[config.mk]
export PLATFORM = sky130hd
export DESIGN_NAME = dram_req_arbiter
export DESIGN_NICKNAME = d
export VERILOG_FILES = /design/src/rtl/dram_req_arbiter.sv
export SDC_FILE = /design/constraint.sdc
export NUM_CORES = 1
export LEC_CHECK = 0
export CORE_AREA = 2 2 466 468
export CTS_CLUSTER_DIAMETER = 50
export DETAILED_ROUTE_END_ITERATION = 6
export DIE_AREA = 0 0 468 470
export PLACE_DENSITY = 0.32
export SLEW_MARGIN = 25
export SYNTH_ARGS = -nofsm -noshare
export SYNTH_HDL_FRONTEND = slang
export SYNTH_SLANG_ARGS = --single-unit
export TNS_END_PERCENT = 50
[constraint.sdc]
create_clock -name gclk -period 5.3 [get_ports gclk]
set_input_delay 1.06 -clock gclk [delete_from_list [all_inputs] [get_ports gclk]]
set_output_delay 1.06 -clock gclk [all_outputs]
set_load 0.01 [all_outputs]
[src/rtl/dram_req_arbiter.sv]
// Shares one DRAM controller user port among NREQ requesters; reads are tagged in order so beats route back.
// Grants are combinational from req_valid; DRAMARB_FIXED_PRIO_EN selects fixed lowest-index priority.
package dram_req_arbiter_pkg;
  typedef struct packed {
    logic clk;
  } iu_clk_type;
endpackage

module dram_req_arbiter
  import dram_req_arbiter_pkg::*;
#(
  parameter int NREQ     = 4,
  parameter int ADDRW    = 28,
  parameter int DATAW    = 144,
  parameter int WBEATS   = 2,
  parameter int RBEATS   = 2,
  parameter int TAGDEPTH = 8
) (
  input  iu_clk_type              gclk,
  input  logic                    rst,
  input  logic [NREQ-1:0]         req_valid,
  input  logic [NREQ-1:0]         req_we,
  input  logic [NREQ*ADDRW-1:0]   req_addr,
  input  logic [NREQ*DATAW-1:0]   req_wdata,
  output logic [NREQ-1:0]         req_ack,
  output logic [NREQ-1:0]         req_wbeat,
  input  logic                    af_full,
  input  logic                    wb_full,
  output logic                    af_we,
  output logic [ADDRW-1:0]        af_addr,
  output logic                    af_read,
  output logic                    wb_we,
  output logic [DATAW-1:0]        wb_data,
  input  logic                    rb_empty,
  output logic                    rb_re,
  input  logic [DATAW-1:0]        rb_data,
  output logic [NREQ-1:0]         rsp_valid,
  output logic [DATAW-1:0]        rsp_data,
  output logic                    rsp_last,
  output logic                    tag_full,
  output logic                    err_orphan
);
  localparam int IDW = (NREQ > 1) ? $clog2(NREQ) : 1;
  localparam int PW  = $clog2(TAGDEPTH);
  localparam int WCW = (WBEATS > 1) ? $clog2(WBEATS) : 1;
  localparam int RCW = (RBEATS > 1) ? $clog2(RBEATS) : 1;
  localparam logic [PW:0] TAG_FULL_CNT = (PW+1)'(TAGDEPTH);
  localparam logic [0:0] IDLE  = 1'b0;
  localparam logic [0:0] WDATA = 1'b1;

  logic            clk;
  logic [0:0]      state;
  logic [IDW-1:0]  owner;
  logic [WCW-1:0]  wbeat_cnt;
  logic [RCW-1:0]  rbeat_cnt;
  logic [IDW-1:0]  tag_mem [TAGDEPTH];
  logic [PW-1:0]   tag_wptr;
  logic [PW-1:0]   tag_rptr;
  logic [PW:0]     tag_cnt;
  logic            tag_empty;
  logic            tag_push;
  logic            tag_pop;
  logic            rsp_pend;
  logic [NREQ-1:0] elig;
  logic            grant_vld;
  logic [IDW-1:0]  gid;
  logic            grant_wr;
  logic            wd_beat;
  logic [IDW-1:0]  wsel;

  assign clk = gclk.clk;

`ifndef DRAMARB_FIXED_PRIO_EN
  localparam logic [IDW:0] NREQ_W = (IDW+1)'(NREQ);
  logic [IDW-1:0] rr_ptr;

  always_ff @(posedge clk or posedge rst) begin
    if (rst)
      rr_ptr <= '0;
    else if (grant_vld)
      rr_ptr <= (gid == IDW'(NREQ-1)) ? '0 : gid + IDW'(1);
  end
`endif

  assign tag_full  = (tag_cnt == TAG_FULL_CNT);
  assign tag_empty = (tag_cnt == '0);

  // Eligibility uses the registered full flags; nothing is granted in WDATA or while in reset.
  always_comb begin
    for (int i = 0; i < NREQ; i++)
      elig[i] = req_valid[i] & ~af_full & (req_we[i] ? ~wb_full : ~tag_full);
    if (rst || state != IDLE)
      elig = '0;
  end

  // Scan downwards so the candidate nearest the start position is assigned last and wins.
  always_comb begin
    logic [IDW:0] idx;
    grant_vld = 1'b0;
    gid       = '0;
    idx       = '0;
    for (int k = NREQ-1; k >= 0; k--) begin
`ifdef DRAMARB_FIXED_PRIO_EN
      idx = (IDW+1)'(k);
`else
      idx = {1'b0, rr_ptr} + (IDW+1)'(k);
      if (idx >= NREQ_W)
        idx = idx - NREQ_W;
`endif
      if (elig[idx[IDW-1:0]]) begin
        grant_vld = 1'b1;
        gid       = idx[IDW-1:0];
      end
    end
  end

  assign grant_wr  = grant_vld & req_we[gid];
  assign wd_beat   = (state == WDATA) & ~wb_full;
  assign wsel      = grant_vld ? gid : owner;

  assign af_we     = grant_vld;
  assign af_addr   = req_addr[gid*ADDRW +: ADDRW];
  assign af_read   = ~req_we[gid];
  assign req_ack   = grant_vld ? (NREQ'(1) << gid) : '0;
  assign wb_we     = grant_wr | wd_beat;
  assign wb_data   = req_wdata[wsel*DATAW +: DATAW];
  assign req_wbeat = wb_we ? (NREQ'(1) << wsel) : '0;

  always_ff @(posedge clk or posedge rst) begin
    if (rst) begin
      state     <= IDLE;
      owner     <= '0;
      wbeat_cnt <= '0;
    end else if (state == IDLE) begin
      if (grant_wr && WBEATS > 1) begin
        state     <= WDATA;
        owner     <= gid;
        wbeat_cnt <= WCW'(1);
      end
    end else if (wd_beat) begin
      if (wbeat_cnt == WCW'(WBEATS-1)) begin
        state     <= IDLE;
        wbeat_cnt <= '0;
      end else begin
        wbeat_cnt <= wbeat_cnt + WCW'(1);
      end
    end
  end

  // Return path: the tag head owns every beat until its last one retires it.
  assign tag_push  = grant_vld & ~req_we[gid];
  assign rb_re     = ~rb_empty & ~tag_empty;
  assign rsp_last  = rsp_pend & ~tag_empty & (rbeat_cnt == RCW'(RBEATS-1));
  assign tag_pop   = rsp_last;
  assign rsp_valid = (rsp_pend & ~tag_empty) ? (NREQ'(1) << tag_mem[tag_rptr]) : '0;
  assign rsp_data  = rb_data;

  always_ff @(posedge clk) begin
    if (tag_push)
      tag_mem[tag_wptr] <= gid;
  end

  always_ff @(posedge clk or posedge rst) begin
    if (rst) begin
      tag_wptr   <= '0;
      tag_rptr   <= '0;
      tag_cnt    <= '0;
      rsp_pend   <= 1'b0;
      rbeat_cnt  <= '0;
      err_orphan <= 1'b0;
    end else begin
      rsp_pend <= rb_re;
      if (tag_push)
        tag_wptr <= tag_wptr + PW'(1);
      if (tag_pop)
        tag_rptr <= tag_rptr + PW'(1);
      if (tag_push && !tag_pop)
        tag_cnt <= tag_cnt + (PW+1)'(1);
      else if (!tag_push && tag_pop)
        tag_cnt <= tag_cnt - (PW+1)'(1);
      if (rsp_pend && !tag_empty)
        rbeat_cnt <= rsp_last ? '0 : rbeat_cnt + RCW'(1);
      if (!rb_empty && tag_empty)
        err_orphan <= 1'b1;
    end
  end

endmodule
==> results_dict.tcl <==
set metrics [dict create \
    core_area_um2 216000 \
    postRouteAntennaNets 0 \
    yosysWarnings 0 \
    worstSetupEndpointType "output pin" \
    cts.clk_slew.worst_paths_ps 60 \
    synth_area_um2 6690 \
    cts_buffers 5 \
    relSlewSlack_pct 42.1 \
    synth_seq_area_share_pct 14.3 \
    finClkSkew_ps 7.18 \
    dp.cells 4289 \
    start_util_pct 3.10 \
    worstPathArrival_ps 4150 \
    cp.depth 14 \
    crit_path_end "wb_data[85]" \
    period_share_pct 98.2 \
    hold_violations 0 \
    viasPerCell 2.59 \
    ctsHoldBuffers 0 \
    hold_ws_ps 462 \
    overflow 0 \
    rr_endpoint "tag_cnt[3]" \
    fin_crit_ps 5210 \
    cp.buffers_inverters 7 \
    wl_mm 180 \
    grt_first_pass_wirelength_mm 205 \
    synth_cells 698 \
    synth_area_per_cell_um2 9.58 \
    fp-row-count 171 \
    reg2regPathDepth 16 \
    fmax_mhz 192 \
    rrSetupSlack_ps 970 \
    combPwrFrac_pct 91.4 \
    instances_no_fill 4362 \
    cp_top_family "buffers and inverters" \
    slowest_delay_ps 490 \
    synth_cell_types 47 \
    grt_usage_pct 15.7 \
    antenna_found_initial 267 \
    cts.htree.levels 2 \
    die_w_um 468 \
    place_congestion 0.807 \
    cp.required_ps 4240 \
    grt_start_max_net_pins 50 \
    ios 1180 \
    ctsRootBufferMaster "clkbuf_16" \
    port_buffers 891 \
    cp_common_cell "buf_12" \
    synth_nets 1553 \
    ys_ff_latch 35 \
    reg2reg_from "tag_cnt[0]" \
    worstPathMaxFanout 22 \
    ir_drop_mv 0.183 \
    fin_util_pct 9.33 \
    syn_to_final_growth_pct 201 \
    drc 0 \
    clk_path_buf_depth 2 \
    nets 2311 \
    dpl_cell_area_um2 19600 \
    setup_tns_ps 0 \
    path_class "in -> out" \
    cts_tree "built" \
    grt_pass1_vias 11133 \
    post-dp-hpwl_mm 171 \
    clk_latency_ps 280 \
    setup_viol 0 \
    cp-startpoint "rst" \
    drive_gt1_share_pct 20.6 \
    outcome "completed" \
    p_int_mw 5.14 \
    power.leakage_nw 6.73 \
    p_sw_share_pct 48.3 \
    wire_per_inst_um 41.2 \
    slowest_stage "clkdlybuf4s50_1" \
    switching_power_mw 4.80 \
    dr.first_iter.drc_count 573 \
    die_h_um 470 \
    finalInstanceArea_um2 20100 \
    powerDensity_nw_per_um2 494 \
    start_kind "primary input" \
    worst_slew_pin_slew_ps 867 \
    grt_setup_unrepaired "no" \
    first_pass_iters 5 \
    cts.sinks 35 \
    cp_cell_sequence "dlygate4sd2_1, nor3_2, buf_4, nand4_1, nor2_2, a221o_4, inv_1, a32o_4, buf_12, buf_12, buf_12, a22o_1, a221o_1, clkdlybuf4s50_1" \
    cap_violations 0 \
    p_seq_share_pct 4.7 \
    die-area_um2 220000 \
    hp-class "reg -> reg" \
    slew_violations 0 \
    p_clk_share_pct 3.9 \
    vias 11276 \
]
-- worst reg2reg max path, delay by kind of cell (launching register included) --
family / cells / cell delay, ps
adders and majority gates: 2 / 450
muxes: 1 / 470
buffers and inverters: 3 / 370
xor gates and xnor gates: 2 / 280
and+or+nand+nor: 3 / 920
DFF: 1 / 450
AOI/OAI and AO/OA: 5 / 1280
-- cells in the mapped netlist, drive strengths merged --
cell / count / area, um2
edfxtp: 16 / 480
ha: 9 / 113
a21boi: 1 / 7.51
a21o: 4 / 30.0
a221o: 145 / 1450
fa: 1 / 20.0
and2: 4 / 25.0
inv: 14 / 52.6
o2111ai: 2 / 17.5
o21ai: 3 / 15.0
mux2i: 6 / 60.1
clkinv: 2 / 8.75
nor3b: 2 / 15.0
buf: 166 / 1200
nand2b: 1 / 13.8
a32o: 2 / 20.0
nor2b: 6 / 37.5
o21a: 2 / 15.0
nor3: 4 / 20.0
o211a: 1 / 10.0
o22ai: 1 / 6.26
nand2: 12 / 45.0
o21ba: 1 / 10.0
nor4b: 4 / 60.1
xor2: 3 / 26.3
a22o: 144 / 1260
o211ai: 3 / 22.5
xnor2: 6 / 52.6
nor2: 10 / 40.0
or4b: 2 / 20.0
and3: 1 / 6.26
nand3: 2 / 10.0
dfrtp: 19 / 475
mux2: 4 / 45.0
nand4: 1 / 6.26
clkbuf: 53 / 199
nor4: 3 / 18.8
mux4: 33 / 743
a21oi: 5 / 28.8
-- power groups by stage --
stage               Combinational, mW  Sequential, mW  Clock, mW
finish                           9.08           0.470      0.383
global placement                 9.42           0.472          0
detailed placement               9.43           0.475          0
floorplan                        2.64           0.432          0
CTS                              9.62           0.471      0.391
global route                     9.70           0.490      0.402
-- per-layer routing --
metal	track usage, %	vias to the layer above	wire (um)
met5	0	-	887
met4	1.36	138	3860
met3	10.6	472	27400
met2	26.2	1086	82300
met1	16.8	5189	65400
li1	-	4391	-
-- state kept, by name, indices dropped and copies added, names as in the netlist --
signal      cells
tag_cnt         4
state           1
tag_rptr        3
tag_wptr        3
wbeat_cnt       1
owner           2
rbeat_cnt       1
err_orphan      1
rr_ptr          2
tag_mem        16
rsp_pend        1
-- layout make-up --
type                       instances  area [um2]
tap                             2854        3570
clock buffer                       6         129
antenna                           51         128
sequential                        35         956
multi-input combinational        428        4390
clock inverter                     2        60.1
fill                           24977      196000
inverter                          16        61.3
timing repair buffer             970       10800
-- kinds of logic after synthesis --
family,count (synthesis),share of synthesized area [%]
XOR/XNOR,9,1.18
AND/OR/NAND/NOR,52,4.75
AO/OA/AOI/OAI,314,43.3
flip-flops,35,14.3
adder cells (fa/ha/maj),10,1.98
multiplexers,43,12.7
buffers and inverters,235,21.8
-- placed cells by master, fill, tap and decap left out, drive strengths merged, types with 5 or more instances in the layout --
master         netlist  routed
nand2               12      12
buf                166     228
mux2i                6       6
nor2b                6       6
dfrtp               19      19
nor2                10      10
clkbuf              53       6
a21oi                5       5
a22o               144     144
ha                   9       9
a221o              145     145
xnor2                6       6
inv                 14      14
edfxtp              16      16
dlygate4sd2          0       8
diode                0      51
clkdlybuf4s50        0     733
mux4                33      33
-- what timing repair did --
| action | CTS | global route |
|---|---|---|
| gates resized for setup | 31 | 6 |
| setup endpoints to repair | 172 | 15 |
| buffers inserted | 13 | 1 |
| pin swaps | 5 | 3 |
-- worst min-delay path by stage --
| stage | start | to | slack (ps) | cells after the start |
|---|---|---|---|---|
| after floorplan | rbeat_cnt | rbeat_cnt | 440 | 1 |
| after global placement | err_orphan | err_orphan | 450 | 1 |
| after detailed placement | err_orphan | err_orphan | 450 | 1 |
| after CTS | err_orphan | err_orphan | 470 | 1 |
| after global routing | rbeat_cnt | rbeat_cnt | 480 | 1 |
| final | err_orphan | err_orphan | 460 | 1 |
-- through the flow --
step,power (mW),setup WS (ps)
2_1_floorplan,3.08,709
3_3_place_gp,9.89,-913
3_5_place_dp,9.90,-702
4_1_cts,10.5,8.59
5_1_grt,10.6,6.53
6_report,9.94,94.4
Note: power is estimated with default switching activity, not from simulation.
